### src/rtl/dmem_arbiter.sv
// dmem_arbiter: round-robin arbiter sharing one single-port synchronous data
// memory between NUM_REQ cores. Each access runs IDLE -> ISSUE -> DONE and
// completes with a one-cycle one-hot ack; read data is returned alongside it.
//
// Handshake: a core raises req_in[i] with stable we/addr/wdata and holds them
// until it sees ack_out[i] high for one cycle. In its ack cycle it may drop req
// or keep it high for a new access. A request that is still high in its own
// ack cycle is ignored for that cycle, so a re-request is only considered from
// the following cycle onward.
module dmem_arbiter #(
  parameter int NUM_REQ         = 4,
  parameter int REQ_ID_WIDTH    = 2,
  parameter int DATAPATH_WIDTH  = 64,
  parameter int DMEM_ADDR_WIDTH = 8
) (
  input  logic                                 clk,
  input  logic                                 reset,
  input  logic [NUM_REQ-1:0]                   req_in,
  input  logic [NUM_REQ-1:0]                   we_in,
  input  logic [NUM_REQ*DMEM_ADDR_WIDTH-1:0]   addr_in,
  input  logic [NUM_REQ*DATAPATH_WIDTH-1:0]    wdata_in,
  output logic [NUM_REQ-1:0]                   ack_out,
  output logic [DATAPATH_WIDTH-1:0]            rdata_out,
  output logic                                 mem_en_out,
  output logic                                 mem_we_out,
  output logic [DMEM_ADDR_WIDTH-1:0]           mem_addr_out,
  output logic [DATAPATH_WIDTH-1:0]            mem_wdata_out,
  input  logic [DATAPATH_WIDTH-1:0]            mem_rdata_in,
  output logic                                 busy_out
);

  localparam logic [1:0] ST_IDLE  = 2'd0;
  localparam logic [1:0] ST_ISSUE = 2'd1;
  localparam logic [1:0] ST_DONE  = 2'd2;

  localparam logic [NUM_REQ-1:0] ONE_HOT_ZERO = {{(NUM_REQ-1){1'b0}}, 1'b1};

  logic [1:0]                  state;
  logic [REQ_ID_WIDTH-1:0]     last_grant;
  logic [REQ_ID_WIDTH-1:0]     grant_id;
  logic                        grant_we;

  logic [NUM_REQ-1:0]          eligible;
  logic [REQ_ID_WIDTH-1:0]     pick;
  logic [REQ_ID_WIDTH-1:0]     idx;
  logic                        found;

  logic [DMEM_ADDR_WIDTH-1:0]  addr_arr  [NUM_REQ];
  logic [DATAPATH_WIDTH-1:0]   wdata_arr [NUM_REQ];

  // Split the packed request buses into per-core slices.
  always_comb begin
    for (int i = 0; i < NUM_REQ; i++) begin
      addr_arr[i]  = addr_in[i*DMEM_ADDR_WIDTH +: DMEM_ADDR_WIDTH];
      wdata_arr[i] = wdata_in[i*DATAPATH_WIDTH +: DATAPATH_WIDTH];
    end
  end

  // Round-robin pick: first eligible core after last_grant, wrapping around.
  always_comb begin
    eligible = req_in & ~ack_out;
    pick     = last_grant;
    idx      = '0;
    found    = 1'b0;
    for (int i = 1; i <= NUM_REQ; i++) begin
      idx = last_grant + REQ_ID_WIDTH'(i);
      if (!found && eligible[idx]) begin
        pick  = idx;
        found = 1'b1;
      end
    end
  end

  // Access sequencer: latch the granted slice, strobe memory, then acknowledge.
  always_ff @(posedge clk or posedge reset) begin
    if (reset) begin
      state         <= ST_IDLE;
      last_grant    <= REQ_ID_WIDTH'(NUM_REQ - 1);
      grant_id      <= '0;
      grant_we      <= 1'b0;
      ack_out       <= '0;
      rdata_out     <= '0;
      mem_en_out    <= 1'b0;
      mem_we_out    <= 1'b0;
      mem_addr_out  <= '0;
      mem_wdata_out <= '0;
      busy_out      <= 1'b0;
    end else begin
      ack_out <= '0;
      case (state)
        ST_IDLE: begin
          if (found) begin
            grant_id      <= pick;
            grant_we      <= we_in[pick];
            mem_addr_out  <= addr_arr[pick];
            mem_we_out    <= we_in[pick];
            mem_wdata_out <= wdata_arr[pick];
            mem_en_out    <= 1'b1;
            busy_out      <= 1'b1;
            state         <= ST_ISSUE;
          end
        end
        ST_ISSUE: begin
          // Memory captures the access on this edge.
          mem_en_out <= 1'b0;
          mem_we_out <= 1'b0;
          state      <= ST_DONE;
        end
        ST_DONE: begin
          ack_out    <= ONE_HOT_ZERO << grant_id;
          last_grant <= grant_id;
          if (!grant_we) begin
            rdata_out <= mem_rdata_in;
          end
          busy_out   <= 1'b0;
          state      <= ST_IDLE;
        end
        default: begin
          mem_en_out <= 1'b0;
          mem_we_out <= 1'b0;
          busy_out   <= 1'b0;
          state      <= ST_IDLE;
        end
      endcase
    end
  end

endmodule

### config.mk
export PLATFORM = sky130hd
export DESIGN_NAME = dmem_arbiter
export DESIGN_NICKNAME = d
export VERILOG_FILES = /design/src/rtl/dmem_arbiter.sv
export SDC_FILE = /design/constraint.sdc
export NUM_CORES = 1
export LEC_CHECK = 0
export ABC_AREA = 1
export ABC_CLOCK_PERIOD_IN_PS = 5700
export BUFFER_PORTS_ARGS = -buffer_cell sky130_fd_sc_hd__buf_4
export CAP_MARGIN = 10
export CORE_AREA = 2 2 199 201
export DETAILED_ROUTE_END_ITERATION = 8
export DIE_AREA = 0 0 201 203
export HOLD_SLACK_MARGIN = 0.08
export SYNTH_ARGS = -nofsm -noshare
export SYNTH_HDL_FRONTEND = slang
export SYNTH_SLANG_ARGS = --single-unit
### constraint.sdc
create_clock -name clk -period 5.7 [get_ports clk]
set_clock_uncertainty 0.2 [all_clocks]
set_input_delay 0.57 -clock clk [delete_from_list [all_inputs] [get_ports clk]]
set_output_delay 0.57 -clock clk [all_outputs]
set_load 0.02 [all_outputs]
After elaboration in Yosys (flattened, before gate mapping)
Index checks and enable logic that the tools add are counted.
W data, S select, Z words.
- add/sub/neg operators: 3
- multipliers: 0
- div/mod/pow operators: 0
- $lt $le $gt $ge: 6
- equality and inequality tests: 3
- shift-type cells: 1
- multiplexer cells: 32
- bitwise operators: 6
- reduce and logical (&&, ||, !) cells: 11
- operators by type and width (operator ; number):
    $bmux W64 S2 ; 1
    $mux W64 ; 2
    $bmux W8 S2 ; 1
    $mux W8 ; 2
    $lt A2 B3 Y1 const B ; 5
    $mux W1 ; 11
    $bmux W1 S2 ; 5
    $mux W2 ; 5
    $reduce_and A2 Y1 ; 4
    $pmux W1 S2 ; 3
    $add A2 B2 Y2 const B ; 2
    $and A4 B4 Y4 ; 1
    $mux W4 ; 1
    $not A4 Y4 ; 1
    $pmux W2 S2 ; 1
    $shl A1 B2 Y4 const A ; 1
    $ge A3 B3 Y1 const B ; 1
    $logic_and A1 B1 Y1 ; 3
    $logic_not A1 Y1 ; 3
    $not A1 Y1 ; 3
    $not A2 Y3 ; 1
    $add A2 B1 Y2 const B ; 1
    $eq A2 B1 Y1 const B ; 1
    $eq A2 B2 Y1 const B ; 1
    other kinds (2) ; 2
- flip-flop bits (word level): 150
- latch bits: 0
- memory bits (writable): 0
- memory bits (read-only): 0
- word-level logic and storage cells: 73
- memories kept: 0

Depth between registers and ports, before layout
Gate-level depths: netlist of run 1.
- depth after elaboration: 18
- mapped depth: 18
- depth with buffers taken out: 14

Least setup slack after synthesis of run 1
Ideal clock, no wire load.
- kind: flip-flop to flip-flop
- start: register last_grant[0]
- end: register mem_wdata_out[10]
- library setup time: 0.116 ns
- arrival time: 1.880 ns
- data required time: 5.384 ns
- slack: 3.504 ns
- cell stages (with the launch flop): 18
- clock period less this slack: 2.196 ns
- path through: dfstp_2 buf_6 inv_2 buf_6 nand3_1 nand3_1 nand2_2 nand2_1 nand2_1 nand2_2 buf_4 buf_4 nand3_1 nand2_1 nand2_1 nand2_1 nand2_1 nand2_1
- longest elaborated chain between the ends: 17
- elaborated cells on any way between the ends: 30
- those cells by class: add/sub (3); mux (19); bitwise (1); reduce/logical (7)
- RTL lines (what ; RTL line ; source):
    from (decl) ; 39 ; logic [REQ_ID_WIDTH-1:0] last_grant;
    from (signal assigned) ; 78 ; last_grant <= REQ_ID_WIDTH'(NUM_REQ - 1);
    from (signal assigned) ; 111 ; last_grant <= grant_id;
    $add A2 B1 Y2 ; 66 ; idx = last_grant + REQ_ID_WIDTH'(i);
    $bmux W1 S2 ; 67 ; if (!found && eligible[idx]) begin
    $mux W1 (implied by the code) ; 67 ;
    $mux W1 ; 67 ;
    $logic_not A1 Y1 ; 67 ;
    $logic_and A1 B1 Y1 ; 67 ;
    $mux W1 ; 67 ;
    $logic_not A1 Y1 ; 67 ;
    $logic_and A1 B1 Y1 ; 67 ;
    $mux W1 ; 67 ;
    $logic_not A1 Y1 ; 67 ;
    $logic_and A1 B1 Y1 ; 67 ;
    $mux W2 ; 67 ;
    $not A2 Y3 (implied by the code) ; 97 ; mem_wdata_out <= wdata_arr[pick];
    $bmux W64 S2 ; 97 ;
    $mux W64 (implied by the code) (2 in a row) ; 97 ;
    to (signal assigned) ; 97 ;
    to (decl) ; 27 ; output logic [DATAPATH_WIDTH-1:0] mem_wdata_out,
Parallel ways exist; a longest one is shown, timed or not. The select of a mux whose other input is x is not followed.
A chain may end at the register's enable or synchronous reset.

Final worst setup path of run 1
- start: register last_grant[0]
- end: register grant_id[0]
- longest elaborated chain between the ends: 14
- elaborated cells on any way between the ends: 26
- those cells by class: add/sub (3); mux (16); reduce/logical (7)
- RTL lines (what ; RTL line ; source):
    $add A2 B1 Y2 ; 66 ;
    $bmux W1 S2 ; 67 ;
    $mux W1 (implied by the code) ; 67 ;
    $mux W1 ; 67 ;
    $logic_not A1 Y1 ; 67 ;
    $logic_and A1 B1 Y1 ; 67 ;
    $mux W1 ; 67 ;
    $logic_not A1 Y1 ; 67 ;
    $logic_and A1 B1 Y1 ; 67 ;
    $mux W1 ; 67 ;
    $logic_not A1 Y1 ; 67 ;
    $logic_and A1 B1 Y1 ; 67 ;
    $mux W1 ; 67 ;
    $reduce_and A2 Y1 (no line) ; - ;
    to (signal assigned) ; 93 ; grant_id <= pick;
    to (decl) ; 40 ; logic [REQ_ID_WIDTH-1:0] grant_id;
Parallel ways exist; a longest one is shown, timed or not. The select of a mux whose other input is x is not followed.

==> results.toml, run 1 <==
[clock_tree]
cts_buffers = 17
ctsRootBufferMaster = "clkbuf_16"
cts_sinks = 150
cts_tree = "built"
path_clk_slew_ps = 70
worstSkewPairLatency_ps = 440
htree_num_levels = 4
cts_resized = 0
cts-root-to-sink-buffers = 2

[logic_synthesis]
net_count_of_the_mapped_netlist = 1649
postSynthRegisterBits = 150
combinational_family_with_the_most_area_after_synthesis = "simple AND/OR/NAND/NOR gates"
synth_seq_area_share = 0.409
post_synth_fa_ha_maj_area_fraction = 0
synthesis.instances = 1287
synth_simple_gate_area_frac = 0.438
syn_area_sq_um = 9190
post_synth_mux_area_share = 0.0784
synth_warnings = 0
synth_compound_gate_area_share = 0.00504
synth.avg_cell_area_sq_um = 7.14
synth_xor_area_frac = 0
synth.lib_cells_used.distinct = 21

[run_status]
outcome = "complete, no violations"

[timing]
report.final.setup_viol = 0
grt_setup_unrepaired = "no"
max-slew-margin-rel = 0.362
finalMaxSlewViolations = 0
worst-slew-pin-transition_ps = 957
timing.fmax_mhz = 256
timing_hold_violations_final = 0
setup_tns_ps = 0
post-route-period-util = 0.684
min_period_ps = 3900

[layout]
leading_cell_type_in_the_layout_fill_and_taps_excluded = "nand2_1"
filler_cell_count = 4082
post_route_cells_drive_above_1_share = 0.366
layout_common_cells = "nand2_1, buf_4, nand3_1"
area.growth.synth_to_final_pct = 50.0
finish.net_count = 2081
postLayoutCoreUtil = 0.358
final_cell_area_sq_um = 13800
antenna_cells = 0

[setup_path]
crit_chain = "inv_2 -> nand3_2 -> nand3_2 -> nand2_4 -> nand2_1 -> nor2_1 -> nand2_1 -> nand2_4 -> clkinv_2 -> buf_4 -> nor2_1 -> a31oi_1"
type_of_the_worst_setup_path = "reg2reg"
critPathBufInv = 3
crit_arrival_ps = 3970
worst_ep_required_time_ps = 5770
family_with_the_most_delay_on_the_worst_path = "simple AND/OR/NAND/NOR gates"
critical_path.slowest_cell = "clkinv_2"
timing.critical_path.from_type = "register"
critical-path-max-stage-delay_ps = 720
critPathMaxFanout = 78
nature_of_the_critical_path_endpoint = "register"

[global_route]
globalRouteMet3Util = 0.0385
grtUsageMet1 = 0.209
grt_usage = 0.170
grt_first_pass_wirelength_um = 54800
use_met2 = 0.292
first_global_vias = 10100
global_route.peak_usage_layer = "met2"
globalRouteOverflowTotal = 0
antenna_found_initial = 0
grt_max_degree = 86

[floorplan]
initial_core_util = 0.239
fp-row-count = 72
num_ports = 505
die-width_um = 201
core-area_sq_um = 38500
die-area_sq_um = 40800
floorplan.die.height_um = 203

[worst_hold_path]
timing.hold.worst.class = "in2reg"

[job]
max_cap_violations = 0

[power_and_ir_drop]
p_leak_nw = 7.66
power_density_nw_per_um2 = 736
vdd_ir_drop_max_uv = 459
p_total_mw = 10.1

[placement]
dpl_cell_area_sq_um = 13200
place_congestion = 0.912
place_hpwl_um = 26600
io_buffer_count = 504

[detailed_routing]
drt_iter0_markers = 535
ant_nets = 0
vias_per_cell = 4.54
detailedRoute.firstPassIterationCount = 5
wirelength_per_cell_um = 15.9
drt_drc_violations_left = 0
vias = 10200
routed_wirelength_um = 35800
Yosys cell counts:
library cell | instances | area share
nand2_1 | 617 | 0.25
nand3_1 | 306 | 0.17
dfrtp_1 | 148 | 0.40
mux2_2 | 64 | 0.078
buf_2 | 58 | 0.032
buf_4 | 24 | 0.020
clkbuf_1 | 15 | 0.0061
inv_1 | 8 | 0.0033
buf_6 | 7 | 0.0086
nand3_2 | 7 | 0.0076
nor2_1 | 7 | 0.0029
o21ai_0 | 7 | 0.0038
nand2_2 | 6 | 0.0041
inv_2 | 3 | 0.0012
dfstp_2 | 2 | 0.0057
nand4_1 | 2 | 0.0014
nor3_1 | 2 | 0.0011
a21oi_1 | 1 | 0.00054
a31oi_1 | 1 | 0.00068
nand2_4 | 1 | 0.0012
or2_2 | 1 | 0.00068
cell type report:
cell class / count / area (sq um) / share of cell area
clock buffer: 18 / 429 / 0.0311
tap: 518 / 648 / 0.0470
sequential: 150 / 3760 / 0.272
inverter: 11 / 47.5 / 0.00345
clock inverter: 14 / 195 / 0.0142
timing repair buffer: 517 / 3900 / 0.283
multi-input combinational: 1022 / 4820 / 0.349
flip-flops by register name, indices dropped and copies added (netlist names), 2 cells and up:
name	count
ack_out	4
last_grant	2
mem_addr_out	8
state	2
mem_wdata_out	64
rdata_out	64
grant_id	2
layer usage:
layer | part of all wire | routed length, um
met4 | 0.025 | 888
met2 | 0.49 | 17400
met5 | 0 | 0
met1 | 0.42 | 15200
met3 | 0.064 | 2300
where the power goes:
group	leakage [nW]	switching, mW	internal [mW]
Combinational	5.53	4.57	2.41
Clock	0.311	0.487	0.738
Sequential	1.82	0.316	1.63
cell families (layout without fill, tap and decap cells):
kind of cell | count (synthesis) | in the layout
multiplexers | 64 | 64
AO/OA/AOI/OAI | 9 | 9
flip-flops | 150 | 150
buffers and inverters | 115 | 560
AND/OR/NAND/NOR | 949 | 949
what timing repair did:
item	CTS	global route
setup buffers	0	0
hold buffers	1	0
hold endpoints to repair	72	0
stage by stage:
stage | instances | hold WS [ps] | worst slack (ps)
CTS | 2250 | 124 | 1740
detailed placement | 2217 | 267 | 1750
global route | 2250 | 127 | 1360
finish | 2250 | 158 | 1800
global placement | 2217 | 258 | 1800
floorplan | 1287 | 242 | 897
final timing paths:
path	from	to	slack [ps]	cells past startpoint
worst min-delay path	mem_rdata_in[32]	rdata_out[32]$_DFFE_PP0P_	160	2
max in group asynchronous	reset	mem_wdata_out[1]$_DFFE_PP0P_	3610	4
min in group asynchronous	reset	mem_wdata_out[42]$_DFFE_PP0P_	600	3
worst min register to register	mem_wdata_out[3]$_DFFE_PP0P_	mem_wdata_out[3]$_DFFE_PP0P_	280	2
worst max register to register	last_grant[0]$_DFFE_PP1P_	grant_id[0]$_DFFE_PP0P_	1800	12
worst max-delay path	last_grant[0]$_DFFE_PP1P_	grant_id[0]$_DFFE_PP0P_	1800	12
Note: power is estimated with default switching activity, not from simulation.
==> inputs of run 2 (changes only) <==
- ABC_CLOCK_PERIOD_IN_PS: 5700 -> 3800
- clock period: 5.7 -> 3.8 ns (I/O delays scaled with it)
==> results.toml, run 2 (same netlist as run 1, synthesis figures left out) <==
[run_status]
outcome = "complete, no violations"

[timing]
finalMaxSlewViolations = 0
timing.fmax_mhz = 340
worst-slew-pin-transition_ps = 906
finalHoldWorstSlack_ps = 145
max-slew-margin-rel = 0.396
timing_hold_violations_final = 0
grt_setup_unrepaired = "no"
min_period_ps = 2940
report.final.setup_viol = 0
setup_tns_ps = 0
post-route-period-util = 0.774

[detailed_routing]
ant_nets = 0
drt_iter0_markers = 533
wirelength_per_cell_um = 16.1
vias_per_cell = 4.55
vias = 10500
detailedRoute.firstPassIterationCount = 5
routed_wirelength_um = 37400
drt_drc_violations_left = 0

[layout]
layout_common_cells = "nand2_1, buf_4, nand3_1"
final_cell_area_sq_um = 14600
antenna_cells = 0
post_route_cells_drive_above_1_share = 0.354
area.growth.synth_to_final_pct = 58.5
sequential_cell_area_sq_um = 3760
registers_with_the_highest_flip_flop_counts = "mem_wdata_out: 64 flops, rdata_out: 64 flops, mem_addr_out: 8 flops"
finish.net_count = 2148
leading_cell_type_in_the_layout_fill_and_taps_excluded = "nand2_1"
area_of_the_multi_input_gates_sq_um = 4830
filler_cell_count = 4057

[placement]
place_congestion = 0.903
io_buffer_count = 504
dpl_cell_area_sq_um = 13300
place_hpwl_um = 26700

[setup_path]
nature_of_the_critical_path_endpoint = "register"
crit_chain = "inv_2 -> nand2_1 -> nand2_1 -> nand3_2 -> nand2_4 -> nand2_1 -> nand2_1 -> nand2_4 -> buf_12 -> nand3_1 -> nand2_1 -> nand2_1 -> nand2_1 -> nand2_1 -> nand2_1"
critical-path-max-stage-delay_ps = 660
timing.critical_path.from_type = "register"
critPathMaxFanout = 60
crit_arrival_ps = 3110
cp_common_cell = "nand2_1"
type_of_the_worst_setup_path = "reg2reg"
critical_path.slowest_cell = "dfstp_2"
worst_ep_required_time_ps = 3970

[power_and_ir_drop]
vdd_ir_drop_max_uv = 573
power_density_nw_per_um2 = 1070
p_leak_nw = 7.97

[floorplan]
fp-row-count = 72
num_ports = 505
floorplan.die.height_um = 203
die-area_sq_um = 40800
die-width_um = 201
core-area_sq_um = 38500
initial_core_util = 0.239

[clock_tree]
cts-root-to-sink-buffers = 2
cts_sinks = 150
cts_tree = "built"
path_clk_slew_ps = 60
htree_num_levels = 4
cts_buffers = 17
ctsRootBufferMaster = "clkbuf_16"
worstSkewPairLatency_ps = 430
postCtsSetupBuffers = 0

[global_route]
antenna_found_initial = 0
grt_first_pass_wirelength_um = 57600
first_global_vias = 10300
grt_usage = 0.179
grt_max_degree = 151
globalRouteOverflowTotal = 0

[job]
max_cap_violations = 0

[worst_hold_path]
timing.hold.worst.class = "in2reg"
==> run 2: path summary, 6_finish.rpt <==
path | startpoint | endpoint | slack, ps | depth (start not counted)
max in group asynchronous | reset | state[0]$_DFFE_PP0N_ | 2180 | 4
max reg2reg | last_grant[0]$_DFFE_PP1P_ | mem_wdata_out[44]$_DFFE_PP0P_ | 860 | 15
max | last_grant[0]$_DFFE_PP1P_ | mem_wdata_out[44]$_DFFE_PP0P_ | 860 | 15
min reg2reg | grant_we$_DFFE_PP0P_ | grant_we$_DFFE_PP0P_ | 280 | 2
min | wdata_in[79] | mem_wdata_out[15]$_DFFE_PP0P_ | 150 | 7
min in group asynchronous | reset | rdata_out[42]$_DFFE_PP0P_ | 500 | 4
==> run 2: cell type report <==
type                       instances  area share
tap                              518      0.0445
multi-input combinational       1022       0.331
clock buffer                      20      0.0313
inverter                          11     0.00318
sequential                       150       0.258
timing repair buffer             584       0.321
clock inverter                    12      0.0114
==> run 2: where the power goes <==
group,leakage (nW),switching (mW),internal [mW]
sequential,1.82,0.485,2.45
combinational,5.86,6.99,3.88
clock,0.292,0.731,1.08
total,7.97,8.20,7.40
==> run 2: repair_timing <==
action,in CTS,in global routing
hold buffers,65,0
endpoints found under the hold margin,212,0
gates resized for setup,0,0
==> run 2: through the flow <==
step	util	worst slack, ps	std cells	power (mW)
finish	0.379	858	2317	15.6
CTS	0.379	831	2317	15.8
global placement	0.346	900	2220	13.7
detailed placement	0.346	848	2220	13.9
global route	0.379	629	2317	17.1
floorplan	-	1330	1287	10.5
==> run 2: layer usage <==
layer	routed length [um]	part of all wire	global-route usage	vias to the layer above
met3	2400	0.064	0.0424	46
met5	0	0	0	-
met2	18600	0.50	0.309	412
li1	-	-	-	5171
met1	15400	0.41	0.217	4902
met4	954	0.026	0.0627	0
==> run 2: critical path, delay by kind of cell (launching register included) <==
| kind | cells | cell delay [ps] |
|---|---|---|
| AND/OR/NAND/NOR | 13 | 1510 |
| flip-flops | 1 | 660 |
| buffers and inverters | 2 | 450 |
